$ cat config.mk
export PLATFORM = sky130hd
export DESIGN_NAME = lm70_spi_reader
export DESIGN_NICKNAME = d
export VERILOG_FILES = /design/src/rtl/lm70_pkg.sv /design/src/rtl/lm70_sck_div.sv /design/src/rtl/lm70_spi_reader.sv
export SDC_FILE = /design/constraint.sdc
export NUM_CORES = 1
export LEC_CHECK = 0
export CORE_MARGIN = 4
export CORE_UTILIZATION = 50
export CTS_CLUSTER_DIAMETER = 60
export CTS_CLUSTER_SIZE = 40
export DETAILED_ROUTE_END_ITERATION = 6
export GPL_TIMING_DRIVEN = 1
export HOLD_SLACK_MARGIN = 0.15
export PLACE_DENSITY = 0.78
export RECOVER_POWER = 25
export SYNTH_ARGS = -nofsm -noshare
export SYNTH_HDL_FRONTEND = slang
export SYNTH_SLANG_ARGS = --single-unit
$ cat constraint.sdc
create_clock -name CLK -period 6.12 [get_ports CLK]
set_clock_uncertainty 0.15 [all_clocks]
set_input_delay 1.224 -clock CLK [delete_from_list [all_inputs] [get_ports CLK]]
set_output_delay 1.224 -clock CLK [all_outputs]
set_load 0.02 [all_outputs]
$ cat src/rtl/lm70_pkg.sv
// Shared constants and FSM encoding for the LM70 SPI temperature reader.
package lm70_pkg;

    localparam int unsigned FRAME_W      = 16;
    localparam int unsigned TEMP_W       = 11;
    localparam int unsigned TEMP_LSB_POS = 5;

    // Known sensor word used by benches: +137.5 degC
    localparam logic [FRAME_W-1:0] TEMP_SET = 16'h44C0;

    typedef enum logic [2:0] {
        ST_IDLE,
        ST_SETUP,
        ST_SHIFT_HI,
        ST_SHIFT_LO,
        ST_DONE
    } lm70_state_e;

endpackage

$ cat src/rtl/lm70_sck_div.sv
// Half-period counter: tick marks the last CLK cycle of a CS-setup or SCK phase.
module lm70_sck_div #(
    parameter int unsigned CLK_DIV = 4
) (
    input  logic clk,
    input  logic rst_n,
    input  logic clr,
    output logic tick
);
    localparam logic [7:0] LAST_CNT = 8'(CLK_DIV - 1);

    logic [7:0] div_cnt_q;
    logic [7:0] div_cnt_d;

    // Count up, restarting whenever the FSM closes a phase or sits outside a frame
    always_comb begin
        div_cnt_d = clr ? 8'd0 : div_cnt_q + 8'd1;
    end

    // Counter register
    always_ff @(posedge clk or negedge rst_n) begin
        if (!rst_n) begin
            div_cnt_q <= 8'd0;
        end else begin
            div_cnt_q <= div_cnt_d;
        end
    end

    assign tick = (div_cnt_q == LAST_CNT);

endmodule

$ cat src/rtl/lm70_spi_reader.sv
// SPI master reading one 16-bit LM70 frame per request; publishes raw frame
// and signed quarter-degree temperature.
module lm70_spi_reader
    import lm70_pkg::*;
#(
    parameter int unsigned CLK_DIV  = 4,
    parameter int unsigned MIN_IDLE = 2
) (
    input  logic               CLK,
    input  logic               RST_N,
    input  logic               start,
    output logic               busy,
    output logic               done,
    output logic [FRAME_W-1:0] temp_raw,
    output logic [TEMP_W-1:0]  temp_q,
    output logic               temp_valid,
    output logic               CS,
    output logic               SCK,
    input  logic               SIO
);
    localparam logic [4:0] BITS_PER_FRAME = 5'(FRAME_W);
    localparam logic [7:0] IDLE_SAT       = 8'(MIN_IDLE);

    lm70_state_e        state_q, state_d;
    logic               tick, div_clr, idle_ok, active_d, sample;
    logic [4:0]         bit_cnt_q, bit_cnt_d;
    logic [7:0]         idle_cnt_q, idle_cnt_d;
    logic [FRAME_W-1:0] shift_q, shift_d;
    logic [FRAME_W-1:0] temp_raw_q, temp_raw_d;
    logic               temp_valid_q, temp_valid_d;
    logic               cs_q, cs_d, sck_q, sck_d;
    logic               busy_q, busy_d, done_q, done_d;

    // idle_cnt holds CS-high cycles already elapsed (DONE included); the current
    // IDLE cycle is one more, so the gap between frames is exactly MIN_IDLE.
    assign idle_ok = ({1'b0, idle_cnt_q} + 9'd1) >= {1'b0, IDLE_SAT};
    assign div_clr = (state_q == ST_IDLE) || (state_q == ST_DONE) || tick;

    lm70_sck_div #(
        .CLK_DIV(CLK_DIV)
    ) u_sck_div (
        .clk  (CLK),
        .rst_n(RST_N),
        .clr  (div_clr),
        .tick (tick)
    );

    // FSM state register
    always_ff @(posedge CLK or negedge RST_N) begin
        if (!RST_N) begin
            state_q <= ST_IDLE;
        end else begin
            state_q <= state_d;
        end
    end

    // FSM next-state: each active phase lasts CLK_DIV cycles
    always_comb begin
        state_d = state_q;
        unique case (state_q)
            ST_IDLE:     if (start && idle_ok) state_d = ST_SETUP;
            ST_SETUP:    if (tick) state_d = ST_SHIFT_HI;
            ST_SHIFT_HI: if (tick) state_d = ST_SHIFT_LO;
            ST_SHIFT_LO: if (tick) state_d = (bit_cnt_q < BITS_PER_FRAME) ? ST_SHIFT_HI : ST_DONE;
            ST_DONE:     state_d = ST_IDLE;
            default:     state_d = ST_IDLE;
        endcase
    end

    // FSM outputs and datapath next values, registered so pins never glitch
    always_comb begin
        active_d = (state_d == ST_SETUP) || (state_d == ST_SHIFT_HI) || (state_d == ST_SHIFT_LO);
        cs_d     = ~active_d;
        sck_d    = (state_d == ST_SHIFT_HI);
        busy_d   = (state_d != ST_IDLE);
        done_d   = (state_d == ST_DONE);

        // SIO is captured on the same edge that raises SCK
        sample  = (state_d == ST_SHIFT_HI) && (state_q != ST_SHIFT_HI);
        shift_d = shift_q;
        if (sample) shift_d = {shift_q[FRAME_W-2:0], SIO};

        bit_cnt_d = bit_cnt_q;
        if (state_q == ST_IDLE) begin
            bit_cnt_d = 5'd0;
        end else if ((state_q == ST_SHIFT_HI) && tick) begin
            bit_cnt_d = bit_cnt_q + 5'd1;
        end

        idle_cnt_d = idle_cnt_q;
        if (state_d == ST_DONE) begin
            idle_cnt_d = 8'd0;
        end else if (((state_q == ST_IDLE) || (state_q == ST_DONE)) && (idle_cnt_q < IDLE_SAT)) begin
            idle_cnt_d = idle_cnt_q + 8'd1;
        end

        temp_raw_d   = (state_d == ST_DONE) ? shift_q : temp_raw_q;
        temp_valid_d = temp_valid_q | (state_d == ST_DONE);
    end

    // Datapath and output registers; reset aborts any frame in flight
    always_ff @(posedge CLK or negedge RST_N) begin
        if (!RST_N) begin
            bit_cnt_q    <= 5'd0;
            idle_cnt_q   <= IDLE_SAT;
            shift_q      <= '0;
            temp_raw_q   <= '0;
            temp_valid_q <= 1'b0;
            cs_q         <= 1'b1;
            sck_q        <= 1'b0;
            busy_q       <= 1'b0;
            done_q       <= 1'b0;
        end else begin
            bit_cnt_q    <= bit_cnt_d;
            idle_cnt_q   <= idle_cnt_d;
            shift_q      <= shift_d;
            temp_raw_q   <= temp_raw_d;
            temp_valid_q <= temp_valid_d;
            cs_q         <= cs_d;
            sck_q        <= sck_d;
            busy_q       <= busy_d;
            done_q       <= done_d;
        end
    end

    assign CS         = cs_q;
    assign SCK        = sck_q;
    assign busy       = busy_q;
    assign done       = done_q;
    assign temp_raw   = temp_raw_q;
    assign temp_valid = temp_valid_q;
    assign temp_q     = temp_raw_q[TEMP_LSB_POS +: TEMP_W];

endmodule
==> summary.log <==
qor: run_status.result_of_the_run complete, no violations
qor: critical_path.worst-path-max-fanout 1
qor: placed_design.numPortBuffers 35
qor: clock_tree.cts_root_buffer sky130_fd_sc_hd__clkbuf_8
qor: grt.first_global_vias 1570
qor: critical_path.criticalPathCategory reg2out
qor: timing.finalCriticalPeriod 2.82 ns
qor: pwr.internal-power 597 uW
qor: critical_path.critical_path.reg2reg.startpoint u_sck_div.div_cnt_q[0]$_DFF_PN0_
qor: logic_synthesis.synth-seq-cells 61
qor: die.die_area 0.00662 mm^2
qor: layout.final_net_count 240
qor: logic_synthesis.post_synth_most_frequent_cells 59 x sky130_fd_sc_hd__dfrtp_1, 18 x sky130_fd_sc_hd__nor2_1, 12 x sky130_fd_sc_hd__buf_4, 11 x sky130_fd_sc_hd__mux2_1, 11 x sky130_fd_sc_hd__mux2_2
qor: pwr.switching_pwr 171 uW
qor: logic_synthesis.cells_after_synth 205
qor: routing.wire_per_inst 13.6 um
qor: critical_path.launch_point_of_the_critical_path CS$_DFF_PN1_
qor: worst_hold_path.hold-path-endpoint temp_valid$_DFF_PN0_
qor: routing.drt-met1-wl 2070 um
qor: clock_tree.number_of_setup_buffers_added_after_cts 0
qor: die.design.portCount 36
qor: placed_design.place_hpwl 2750 um
qor: pwr.p_sw_share 22.3%
qor: critical_path.worst_path_slowest_cell sky130_fd_sc_hd__clkdlybuf4s50_1
qor: critical_path.crit_arrival 1.45 ns
qor: timing.finalCritPeriodShare 46.1%
qor: pwr.power_leakage 0.00147 uW
qor: routing.route.final.wire_length 4180 um
qor: logic_synthesis.synth_largest_area_cell sky130_fd_sc_hd__dfrtp_1
qor: logic_synthesis.syn-num-nets 213
qor: logic_synthesis.synth_enable_flop_cells 0
qor: grt.globalRouteTotalUtil 15.0%
qor: clock_tree.clock_tree_sinks 61
qor: worst_hold_path.hp-class reg2reg
qor: clock_tree.clock_tree_from_tritoncts done
qor: grt.grt_antenna_before_repair 0
qor: pwr.vdd_ir_drop_max 0.151 mV
qor: logic_synthesis.synth.top_cells.by_area sky130_fd_sc_hd__dfrtp_1 55%, sky130_fd_sc_hd__mux2_4 5.6%, sky130_fd_sc_hd__mux2_1 4.6%
qor: logic_synthesis.synth_sequential_area_ratio 56.8%
qor: flow_run.maxCapViolCount 0
qor: logic_synthesis.synth_ff_type sky130_fd_sc_hd__dfrtp_1
qor: routing.drt_iter0_drc 68
qor: die.floorplan.initialDensity 52.1%
qor: critical_path.critPathMaxStageDelay 0.60 ns
qor: critical_path.worst-path-buf-inv 1
qor: clock_tree.htree_levels 3
qor: pwr.power.combinational.fraction 1.5%
qor: timing.timing.fmax 354 MHz
qor: layout.filler_cell_count 400
qor: timing.rsz0062_at_grt no
qor: clock_tree.cts_buffer_depth 2
qor: pwr.power_density 242 mW/mm^2
qor: die.die_h 81.4 um
qor: worst_hold_path.timing.hold.worst_path_depth 1
qor: layout.antenna_cells_inserted 0
qor: timing.finalSetupViolCount 0
qor: timing.timing.final.max_slew_violations 0
qor: routing.via_count 1555
qor: die.die_w 81.4 um
qor: pwr.share_seq_of_total_power 52.9%
qor: die.fp-row-count 26
qor: layout.area.growth.synth_to_final 17.8%
qor: routing.drtAntennaViolNets 0
qor: clock_tree.total_of_hold_buffers_inserted_after_clock_tree_synthesis 0
qor: clock_tree.cts.clk_slew.worst_paths 0.07 ns
qor: routing.drt-pass1-iter-count 4
qor: critical_path.reg2reg_slack 3.39 ns
qor: timing.max_slew_margin 51.4%
qor: placed_design.placement.cell_area 0.00297 mm^2
qor: critical_path.startpoint_type flip-flop
qor: critical_path.worst_setup_path_end_kind output pin
qor: logic_synthesis.ys_warn_count 0
qor: clock_tree.cts_repair_resize_count 0
qor: routing.met2_wirelength 1800 um
qor: grt.grt_first_pass_wirelength 7360 um
qor: timing.tightest_slew 0.729 ns
qor: critical_path.worstReg2RegEnd shift_q[9]$_DFFE_PN0P_
qor: timing.number_of_hold_violations_in_the_final_report 0
qor: logic_synthesis.synthArstFlopShare 100%
qor: pwr.power.share.clock 45.6%
qor: logic_synthesis.synth_cell_type_count 42
qor: routing.top_layer met4
qor: logic_synthesis.synth.avg_cell_area 13.1 um^2
qor: routing.drt_drc_violations_left 0
qor: critical_path.r2r_cells 5
qor: grt.globalRouteOverflowTotal 0
qor: logic_synthesis.most_used_standard_cell_by_instance_count_after_synthesis sky130_fd_sc_hd__dfrtp_1
qor: layout.drive_gt1_share 19.8%
qor: placed_design.routabilityCongestion 0.727
qor: routing.route.detailed.vias_per_inst 5.07
qor: grt.grt_max_degree 62
qor: die.core_region_area 0.00517 mm^2
qor: timing.final.setup.tns 0 ns
qor: clock_tree.skew_pair_late_insertion_delay 0.33 ns
qor: worst_hold_path.min_from temp_valid$_DFF_PN0_
qor: layout.final_area 0.00317 mm^2
qor: routing.detailroute.wirelength.met3 240 um
qor: logic_synthesis.post-synth-top-area-fraction 54.8%
qor: critical_path.worst_path_dominant_cell_family buffers and inverters
qor: critical_path.crit_path_cell_trace clkdlybuf4s50_1
qor: clock_tree.number_of_buffers_inserted_during_clock_tree_synthesis 9
qor: critical_path.worstPathRequired 4.75 ns
qor: logic_synthesis.synthesis.area 0.00269 mm^2
==> sequential cells by signal, summed over array words and instances, names as in the netlist <==
signal and count:
CS 1, SCK 1, bit_cnt_q 5, busy 1
done 1, idle_cnt_q 8, shift_q 16, state_q 3
temp_raw 16, temp_valid 1, u_sck_div.div_cnt_q 8
==> how the worst max path moves through the flow <==
stage                              end  slack, ns  cells past startpoint
3_5_place_dp    shift_q[0]$_DFFE_PN0P_       3.40                      5
6_report                            CS       3.30                      1
4_1_cts                             CS       3.27                      1
5_1_grt         shift_q[9]$_DFFE_PN0P_       3.21                      5
3_3_place_gp    shift_q[2]$_DFFE_PN0P_       3.49                      5
2_1_floorplan  shift_q[10]$_DFFE_PN0P_       3.78                      8
==> metal layers <==
| metal | track usage (%) | vias to the layer above |
|---|---|---|
| met1 | 20.1 | 760 |
| met5 | 0 | - |
| met4 | 7.60 | 0 |
| met2 | 21.7 | 40 |
| met3 | 4.77 | 6 |
| li1 | - | 749 |
==> cell usage in the layout (no fill, tap or decap), types with 2 or more instances in the layout <==
cell type                         synthesis  final
sky130_fd_sc_hd__a21oi_1                  5      5
sky130_fd_sc_hd__a41oi_1                  2      2
sky130_fd_sc_hd__and3_1                   7      7
sky130_fd_sc_hd__buf_4                   12      2
sky130_fd_sc_hd__clkbuf_8                 0      9
sky130_fd_sc_hd__clkdlybuf4s50_1          0     34
sky130_fd_sc_hd__clkinvlp_4               0      3
sky130_fd_sc_hd__dfrtp_1                 59     59
sky130_fd_sc_hd__dfstp_2                  2      2
sky130_fd_sc_hd__ha_1                     4      4
sky130_fd_sc_hd__inv_1                    3      3
sky130_fd_sc_hd__mux2_1                  11     11
sky130_fd_sc_hd__mux2_2                  11     11
sky130_fd_sc_hd__mux2_4                  10     10
sky130_fd_sc_hd__mux2i_1                  2      2
sky130_fd_sc_hd__nand3_1                  9      9
sky130_fd_sc_hd__nor2_1                  18     18
sky130_fd_sc_hd__nor2b_1                  7      7
sky130_fd_sc_hd__nor3_1                   3      3
sky130_fd_sc_hd__nor4_1                   2      2
sky130_fd_sc_hd__o21ai_0                  3      3
sky130_fd_sc_hd__xnor2_1                  3      3
sky130_fd_sc_hd__xor2_1                   6      6
==> power by group through the flow <==
stage	registers [uW]	clock network (uW)	logic, uW
after floorplan	414	0	1.91
after global placement	414	0	11.9
after detailed placement	414	0	12.0
after CTS	407	361	12.0
after global routing	407	379	13.3
final	407	351	11.3
==> cell families (layout without fill, tap and decap cells) <==
logic type	after synthesis	count (layout)	share of synthesized area [%]
buffers and inverters	24	56	6.69
muxes	34	34	15.5
adders and majority gates	4	4	1.86
DFF	61	61	56.8
xor gates and xnor gates	9	9	2.93
AOI/OAI and AO/OA	16	16	3.95
and+or+nand+nor	57	57	12.3
==> final cells by class <==
class / instances / area [um^2] / area share, %
clock buffers: 9 / 124 / 3.91
well taps: 70 / 87.6 / 2.76
repair buffers: 37 / 360 / 11.4
multi-input cells: 120 / 983 / 31.0
inverters: 3 / 11.3 / 0.355
clock inverters: 7 / 75.1 / 2.37
flip-flops and latches: 61 / 1530 / 48.2
==> metrics by stage <==
step	util, %	std cells	worst slack (ns)	power [uW]	hold WS [ns]
3_5_place_dp	57.5	291	3.40	426	0.303
5_1_grt	61.3	307	3.21	799	0.355
2_1_floorplan	-	205	3.78	416	0.308
4_1_cts	61.3	307	3.27	780	0.321
6_report	61.3	307	3.30	769	0.321
3_3_place_gp	57.5	291	3.49	426	0.304
Power figures use the tool's default switching activity.
